## config.mk

```make
export PLATFORM = sky130hd
export DESIGN_NAME = mem_port_arbiter
export DESIGN_NICKNAME = d
export VERILOG_FILES = /design/src/rtl/mem_port_arbiter.sv
export SDC_FILE = /design/constraint.sdc
export NUM_CORES = 1
export LEC_CHECK = 0
export ABC_AREA = 1
export CORE_AREA = 2 2 106 108
export CTS_CLUSTER_DIAMETER = 40
export DETAILED_ROUTE_END_ITERATION = 6
export DIE_AREA = 0 0 108 110
export PLACE_DENSITY_LB_ADDON = 0.12
export RECOVER_POWER = 25
export REMOVE_ABC_BUFFERS = 1
export SLEW_MARGIN = 10
export SYNTH_ARGS = -nofsm -noshare
export SYNTH_HDL_FRONTEND = slang
export SYNTH_SLANG_ARGS = --single-unit
```

## constraint.sdc

```tcl
create_clock -name clk -period 1.9 [get_ports clk]
set_input_delay 0.57 -clock clk [delete_from_list [all_inputs] [get_ports clk]]
set_output_delay 0.57 -clock clk [all_outputs]
set_load 0.03 [all_outputs]
```

## src/rtl/mem_port_arbiter.sv

```systemverilog
// Shares one single-ported synchronous memory between a fetch and a load/store requester.
// Data wins by default; fetch is forced through after MAX_DATA_STREAK consecutive data grants.
module mem_port_arbiter #(
  parameter int unsigned AW              = 32,
  parameter int unsigned DW              = 32,
  parameter int unsigned READ_LAT        = 1,
  parameter int unsigned MAX_DATA_STREAK = 4
) (
  input  logic          clk,
  input  logic          reset,
  input  logic          if_req,
  input  logic [AW-1:0] if_addr,
  output logic          if_gnt,
  output logic          if_rvalid,
  output logic [DW-1:0] if_rdata,
  input  logic          d_req,
  input  logic [3:0]    d_we,
  input  logic [AW-1:0] d_addr,
  input  logic [DW-1:0] d_wdata,
  output logic          d_gnt,
  output logic          d_rvalid,
  output logic [DW-1:0] d_rdata,
  output logic          mem_en,
  output logic [3:0]    mem_we,
  output logic [AW-1:0] mem_addr,
  output logic [DW-1:0] mem_wdata,
  input  logic [DW-1:0] mem_rdata,
  output logic          core_stall
);

  localparam logic [3:0] STREAK_MAX = 4'(MAX_DATA_STREAK);

  typedef enum logic {
    OWN_FETCH = 1'b0,
    OWN_DATA  = 1'b1
  } owner_e;

  typedef struct packed {
    logic   valid;
    owner_e owner;
  } tag_t;

  logic [3:0]    streak;
  tag_t          tag_q [READ_LAT];
  tag_t          tag_in;
  tag_t          tag_last;
  logic [DW-1:0] if_hold;
  logic [DW-1:0] d_hold;

  // Grants are suppressed during reset so every output reads as 0.
  always_comb begin
    if_gnt = 1'b0;
    d_gnt  = 1'b0;
    if (!reset) begin
      if (if_req && (!d_req || streak == STREAK_MAX)) begin
        if_gnt = 1'b1;
      end else if (d_req) begin
        d_gnt = 1'b1;
      end
    end
  end

  always_comb begin
    mem_en     = if_gnt | d_gnt;
    mem_we     = d_gnt ? d_we : '0;
    mem_wdata  = d_gnt ? d_wdata : '0;
    mem_addr   = '0;
    if (if_gnt) begin
      mem_addr = if_addr;
    end else if (d_gnt) begin
      mem_addr = d_addr;
    end
    core_stall = ~reset & ((if_req & ~if_gnt) | (d_req & ~d_gnt));
  end

  always_ff @(posedge clk) begin
    if (reset) begin
      streak <= '0;
    end else if (!if_req || if_gnt) begin
      streak <= '0;
    end else if (d_gnt && streak != STREAK_MAX) begin
      streak <= streak + 4'd1;
    end
  end

  always_comb begin
    tag_in.valid = if_gnt | (d_gnt & (d_we == 4'b0000));
    tag_in.owner = if_gnt ? OWN_FETCH : OWN_DATA;
  end

  always_ff @(posedge clk) begin
    if (reset) begin
      for (int unsigned i = 0; i < READ_LAT; i++) begin
        tag_q[i] <= '0;
      end
    end else begin
      tag_q[0] <= tag_in;
      for (int unsigned i = 1; i < READ_LAT; i++) begin
        tag_q[i] <= tag_q[i-1];
      end
    end
  end

  assign tag_last = tag_q[READ_LAT-1];

  // Owner sees memory data live on its rvalid cycle; otherwise its last word is replayed.
  always_comb begin
    if_rvalid = ~reset & tag_last.valid & (tag_last.owner == OWN_FETCH);
    d_rvalid  = ~reset & tag_last.valid & (tag_last.owner == OWN_DATA);
    if_rdata  = '0;
    d_rdata   = '0;
    if (!reset) begin
      if_rdata = if_rvalid ? mem_rdata : if_hold;
      d_rdata  = d_rvalid ? mem_rdata : d_hold;
    end
  end

  always_ff @(posedge clk) begin
    if (reset) begin
      if_hold <= '0;
      d_hold  <= '0;
    end else begin
      if (if_rvalid) begin
        if_hold <= mem_rdata;
      end
      if (d_rvalid) begin
        d_hold <= mem_rdata;
      end
    end
  end

endmodule

```

==> impl_metrics.yaml, run 1 <==
drt:
  drtPass1Iterations: 5
  vias_per_cell: 5.80
  vias: 5806
  final_antenna_net_count: 0
  wl_um: 28600
  drt-initial-drc-count: 562
  routedWlPerCell_um: 28.6
  drc: 0
place:
  hpwl_um: 10100
  place_ws_ns: -0.688
  io_buffers: 273
  place_area_mm2: 0.00626
  gp_congestion: 0.786
worst_setup_path:
  reg2reg_slack_ns: 0
  cp_max_fo: 12
  required_ns: 1.33
  reg2regPathDepth: 12
  max_stage_delay_ns: 0.36
  reg2reg_to: "if_hold[31]"
  criticalPathCategory: "flop to primary output"
  cp.arrival_ns: 1.96
  r2r-start: "tag_q[0][0]"
  critical-path-slowest-cell: "dfxtp_1"
  crit_path_end_kind: "primary output"
  path_cells: "inv_1 -> nand3_4 -> nand2_8 -> buf_4 -> buf_12 -> nand4_1 -> nand2_2 -> buf_6"
  path_buf_inv: 4
  path_depth: 8
  cp-start-kind: "flop"
  worstSetupStartpoint: "streak[3]"
  cpLargestDelayFamily: "simple AND/OR/NAND/NOR gates"
grt:
  antenna_found_initial: 1
  use_met2_pct: 65.1
  grtUsageTotal_pct: 36.1
  grt_pass1_vias: 5698
  grt_max_degree: 31
  busiest_layer: "met2"
  grt_pass1_wl_um: 32100
  grtUsageMet1_pct: 39.0
  grt.overflow.total: 0
  met3_usage_pct: 9.88
sta:
  hold_violations: 0
  finClkSkew_ns: 0.0117
  finalCritPeriodShare_pct: 133
  rsz0062_at_grt: "true"
  slew-limit-headroom_pct: 72.8
  min_period_ns: 2.53
  setup_viol: 138
  max_slew.worst_pin.slew_ns: 0.408
  fmax_mhz: 395
  final_critical_path_setup_slack_ns: -0.632
  slew_violations: 0
clock_network:
  clk_path_buf_depth: 2
  cts_root_buf: "clkbuf_8"
  cts_hold_buf: 0
  clk_latency_ns: 0.36
  htreeDepth: 3
  cts_tree: "yes"
  cts.clk_slew.worst_paths_ns: 0.08
  clkSinkCount: 70
  cts_made_buffers: 9
floorplanning:
  ios: 274
  dieHeight_um: 110
  fp.dieW_um: 108
  coreArea_mm2: 0.0107
  dieArea_mm2: 0.0119
  rows: 38
  floorplan.initialDensity_pct: 32.2
layout:
  nets: 992
  multi_input_area_mm2: 0.00337
  syn_to_final_growth_pct: 195
  utilization_pct: 95.0
  seq_area_mm2: 0.00141
  drive_gt1_share_pct: 61.2
  final_cell_area_mm2: 0.0102
  fill_cells: 253
synthesis:
  synth-xor-area-share_pct: 0
  synth_enable_flop_cells: 0
  syn_inst: 481
  syn-mean-instance-area_um2: 7.17
  synth_top_area_share_pct: 40.6
  synthAdderAreaFrac_pct: 0.725
  synth-simple-area-share_pct: 32.6
  yosys.area.top_type: "dfxtp_1"
  synth_top_family_by_area: "simple AND/OR/NAND/NOR gates"
  ys_async_sr_fraction_pct: 0
  yosys-top-cells-area: "dfxtp_1 41%, nand3_1 15%, inv_1 8.6%"
  syn_area_mm2: 0.00345
  synth_ff_type: "dfxtp_1"
  synth_common_cells: "100 x nand3_1, 79 x inv_1, 70 x dfxtp_1, 46 x o21ai_1, 39 x nand2_1"
  ys_ff_latch: 70
  ys_types: 23
  yosys_warnings: 0
  synth_most_common_cell: "nand3_1"
  synth_compound_gate_area_share_pct: 9.43
  muxShareOfSynthArea_pct: 0
  yosysSeqAreaShare_pct: 40.6
worst_hold_path:
  whs_path_depth: 2
  holdPathEnd: "tag_q[0][0]"
  hp-start: "reset"
  hp-class: "input pin to flop"
outcome:
  status: "finished, violations left"
  violations: "negative setup slack"
run:
  drv_cap: 0
pwr:
  p_leak_uw: 0.00427
  peakVddDrop_mv: 0.433
  p_per_area_mw_per_mm2: 443
[final cells by class]
cell class	instances	share of cell area, %
repair buffers	397	46.1
multi-input cells	294	33.1
flip-flops and latches	70	13.9
inverters	82	3.28
well taps	140	1.72
clock buffers	10	1.26
clock inverters	6	0.616
diodes	2	0.0493
[cells in the final DEF, fill, tap and decap left out, drive strengths merged]
cell type,netlist,layout
buf,35,258
bufbuf,0,2
bufinv,0,1
clkbuf,5,14
clkdlybuf4s15,0,1
clkdlybuf4s50,0,131
clkinv,1,7
dfxtp,70,70
diode,0,2
dlygate4sd2,0,1
ha,2,2
inv,81,80
nand2,43,48
nand3,101,101
nand3b,1,1
nand4,33,33
nor2,44,44
o21ai,65,65
[through the flow]
stage | hold slack (ns) | power [µW] | instances | TNS [ns]
2_1_floorplan | 0.430 | 1970 | 441 | -237.99
3_3_place_gp | 0.475 | 2580 | 889 | -73.40
3_5_place_dp | 0.475 | 2590 | 889 | -78.77
4_1_cts | 0.377 | 4190 | 986 | -38.38
5_1_grt | 0.394 | 4590 | 1000 | -54.33
6_report | 0.401 | 4500 | 1001 | -50.03
[worst reg2reg max path: cells and delay by family (launching register included)]
family / cells / cell delay, ns
flip-flops: 1 / 0.33
AO/OA/AOI/OAI: 1 / 0.07
buffers and inverters: 9 / 1.12
AND/OR/NAND/NOR: 2 / 0.26
[per-layer routing]
metal / part of all wire [%] / up-vias / routed length, µm
li1: - / 2360 / -
met1: 33 / 2780 / 9420
met2: 51 / 486 / 14500
met3: 8.9 / 180 / 2550
met4: 7.3 / 0 / 2080
met5: 0 / - / 0
[worst max path at each step]
stage	endpoint	slack, ns
2_1_floorplan	d_rdata[22]	-2.22
3_3_place_gp	if_rdata[11]	-0.62
3_5_place_dp	d_rdata[16]	-0.69
4_1_cts	if_gnt	-0.35
5_1_grt	mem_addr[27]	-0.71
6_report	mem_addr[13]	-0.63
[kinds of logic (layout without fill, tap and decap cells)]
group                      Yosys count  in the layout
AOI/OAI and AO/OA                   65             65
adders and majority gates            2              2
buffers and inverters              122            495
DFF                                 70             70
other                                0              2
and+or+nand+nor                    222            227
[state kept, by name, indices dropped and copies added, names as in the netlist]
signal   count
streak       4
tag_q        2
if_hold     32
d_hold      32
[power breakdown]
group	leakage [µW]	switching [µW]	internal, µW	total (µW)
registers	0.000569	30.9	1510	1540
logic	0.00360	915	815	1730
clock network	0.000100	631	606	1240
total	0.00427	1580	2930	4500
[repair_timing]
action,4_1_cts,5_1_grt
resized for setup,480,115
pin swaps,36,38
endpoints found under the setup margin,138,139
setup buffers,56,24
cloned,27,6
Power figures use the tool's default switching activity.
==> run 2: changes to the inputs <==
==> constraint.sdc (replaced) <==
create_clock -name clk -period 1.9 [get_ports clk]
set_input_delay 0.475 -clock clk [delete_from_list [all_inputs] [get_ports clk]]
set_output_delay 0.475 -clock clk [all_outputs]
set_load 0.03 [all_outputs]
==> run 2 against run 1 <==
Compared with the run above:
- the run still ends with negative setup slack left
- clock skew is 0.00099 ns lower
- hold slack got worse by 0.053 ns
- sequential share of layout area rose by 0.41 points
- wire length fell by 6.2%
- via count shrank 4.2%
- clock-buffer cell count increased by 3
- global-route usage fell by 1.9 points
- flip-flop and latch count unchanged
- combinational power down 6%
- die area stayed put
- worst setup slack better by 0.23 ns
- clock power down 6%
- critical path type unchanged
- largest power group unchanged
- highest routed layer unchanged
==> impl_metrics.yaml, run 2 (synthesis gave the netlist of run 1 again) <==
outcome:
  status: "finished, violations left"
  violations: "negative setup slack"
drt:
  final_antenna_net_count: 0
  top_layer_used: "met4"
  dr_wl_met3_um: 2050
  wl_um: 26800
  drt-initial-drc-count: 440
  routedWlPerCell_um: 27.3
  met1Wirelength_um: 8440
  vias_per_cell: 5.66
  vias: 5565
  drc: 0
  drtPass1Iterations: 5
  met2_length_um: 14200
clock_network:
  cts.clk_slew.worst_paths_ns: 0.08
  cts_hold_buf: 0
  cts_root_buf: "clkbuf_8"
  cts_tree: "yes"
  clk_path_buf_depth: 2
  clkSinkCount: 70
  htreeDepth: 3
  cts_made_buffers: 9
  clk_latency_ns: 0.36
layout:
  finalNonFillerCells: 983
  reg_top3: "d_hold: 32 flops, if_hold: 32 flops, streak: 4 flops"
  final_common_cell: "buf_6"
  nets: 977
  final_cell_mix: "138 x buf_6, 132 x clkdlybuf4s50_1, 73 x inv_1, 67 x dfxtp_1, 59 x o21ai_4"
  syn_to_final_growth_pct: 186
  drive_gt1_share_pct: 56.8
floorplanning:
  ios: 274
  dieArea_mm2: 0.0119
  coreArea_mm2: 0.0107
  rows: 38
  floorplan.initialDensity_pct: 32.2
  fp.dieW_um: 108
  dieHeight_um: 110
sta:
  min_period_ns: 2.30
  finalCritPeriodShare_pct: 121
  fin_tns_setup_ns: -39.57
  rsz0062_at_grt: "true"
  final_critical_path_setup_slack_ns: -0.404
  slew-limit-headroom_pct: 74.4
  setup_viol: 138
  hold_violations: 0
  finClkSkew_ns: 0.0107
  max_slew.worst_pin.slew_ns: 0.383
  fmax_mhz: 434
  slew_violations: 0
worst_hold_path:
  holdPathEnd: "tag_q[0][0]"
  hp-start: "reset"
  hp-class: "input pin to flop"
  whs_path_depth: 2
grt:
  grt_pass1_vias: 5455
  antenna_found_initial: 0
  grt_pass1_wl_um: 30400
  grt.overflow.total: 0
  grt_max_degree: 31
  grtUsageTotal_pct: 34.2
place:
  hpwl_um: 10300
  io_buffers: 273
  gp_congestion: 0.765
  place_ws_ns: -0.489
  place_inst: 884
worst_setup_path:
  r2r-start: "tag_q[0][0]"
  criticalPathCategory: "flop to primary output"
  cp-start-kind: "flop"
  crit_path_end_kind: "primary output"
  reg2reg_slack_ns: 0.01
  max_stage_delay_ns: 0.35
  critical-path-slowest-cell: "dfxtp_2"
  path_cells: "inv_2 -> ha_4 -> nand3_4 -> nand2_4 -> nand2_8 -> buf_12 -> nand3_1 -> nand2_1 -> buf_6"
  reg2regPathDepth: 12
  cp_max_fo: 16
  reg2reg_to: "d_hold[24]"
  required_ns: 1.42
  cp.arrival_ns: 1.83
run:
  drv_cap: 0
pwr:
  peakVddDrop_mv: 0.342
  p_leak_uw: 0.00415
  p_per_area_mw_per_mm2: 438
[run 2: changes by cell type in the layout (fill, tap and decap cells not counted), moves of 6 or more]
cell and change:
buf_4 -17, nor2_1 -8, nand3_4 -11, nand2_2 -19, nand3_1 +15, nor2_2 -13
nand2_1 +21, buf_6 +6, nor2_4 +21
[run 2: final cells by class]
cell class / count / area (µm²)
well taps: 140 / 175
fillers: 353 / 831
clock buffers: 13 / 169
diodes: 1 / 2.50
flip-flops and latches: 70 / 1410
inverters: 82 / 333
clock inverters: 1 / 5.00
multi-input cells: 296 / 3300
repair buffers: 380 / 4480
[run 2: metrics by stage]
| stage | total power [µW] | instance area, µm² | hold WS [ns] | util (%) |
|---|---|---|---|---|
| floorplan | 1970 | 3190 | 0.430 | - |
| global placement | 2580 | 6230 | 0.470 | 58.3 |
| detailed placement | 2590 | 6230 | 0.477 | 58.3 |
| CTS | 4080 | 9180 | 0.301 | 85.8 |
| global route | 4420 | 9860 | 0.351 | 92.2 |
| finish | 4320 | 9870 | 0.348 | 92.2 |
[run 2: metal layers]
layer,vias to the layer above,GRT usage [%]
met5,-,0
met2,422,63.1
met3,171,9.52
met4,0,16.1
li1,2315,-
met1,2657,36.1
[run 2: timing repair]
action / in CTS / in global routing
setup endpoints to repair: 138 / 141
buffers inserted: 50 / 18
gates resized for setup: 417 / 137
cloned: 25 / 5
pin swaps: 12 / 14
[run 2: where the power goes]
group	total (µW)	switching (µW)	internal, µW
Clock	1160	593	567
Sequential	1540	32.4	1510
Combinational	1630	869	759
[run 2: worst max-delay path by stage]
stage               startpoint       endpoint  slack (ns)  depth (start not counted)
CTS                  streak[1]  mem_wdata[23]       -0.29                          9
detailed placement       reset    d_rdata[18]       -0.49                          7
global route         streak[0]   mem_addr[13]       -0.44                          9
floorplan                reset    d_rdata[22]       -2.03                          3
global placement         reset    d_rdata[26]       -0.46                          6
finish               streak[1]   mem_addr[13]       -0.40                          9
[run 2: critical path: cells and delay by family, from the launching register on]
| family | cells | cell delay, ns |
|---|---|---|
| flip-flops | 1 | 0.35 |
| AND/OR/NAND/NOR | 5 | 0.56 |
| buffers and inverters | 3 | 0.39 |
| adder cells (fa/ha/maj) | 1 | 0.16 |
==> run 3: changes to the inputs <==
- CTS_CLUSTER_SIZE: unset -> 16
- SLEW_MARGIN: 10 -> unset
==> results of run 3 <==
No change in the layout: final DEF, timing and power equal those of run 2.
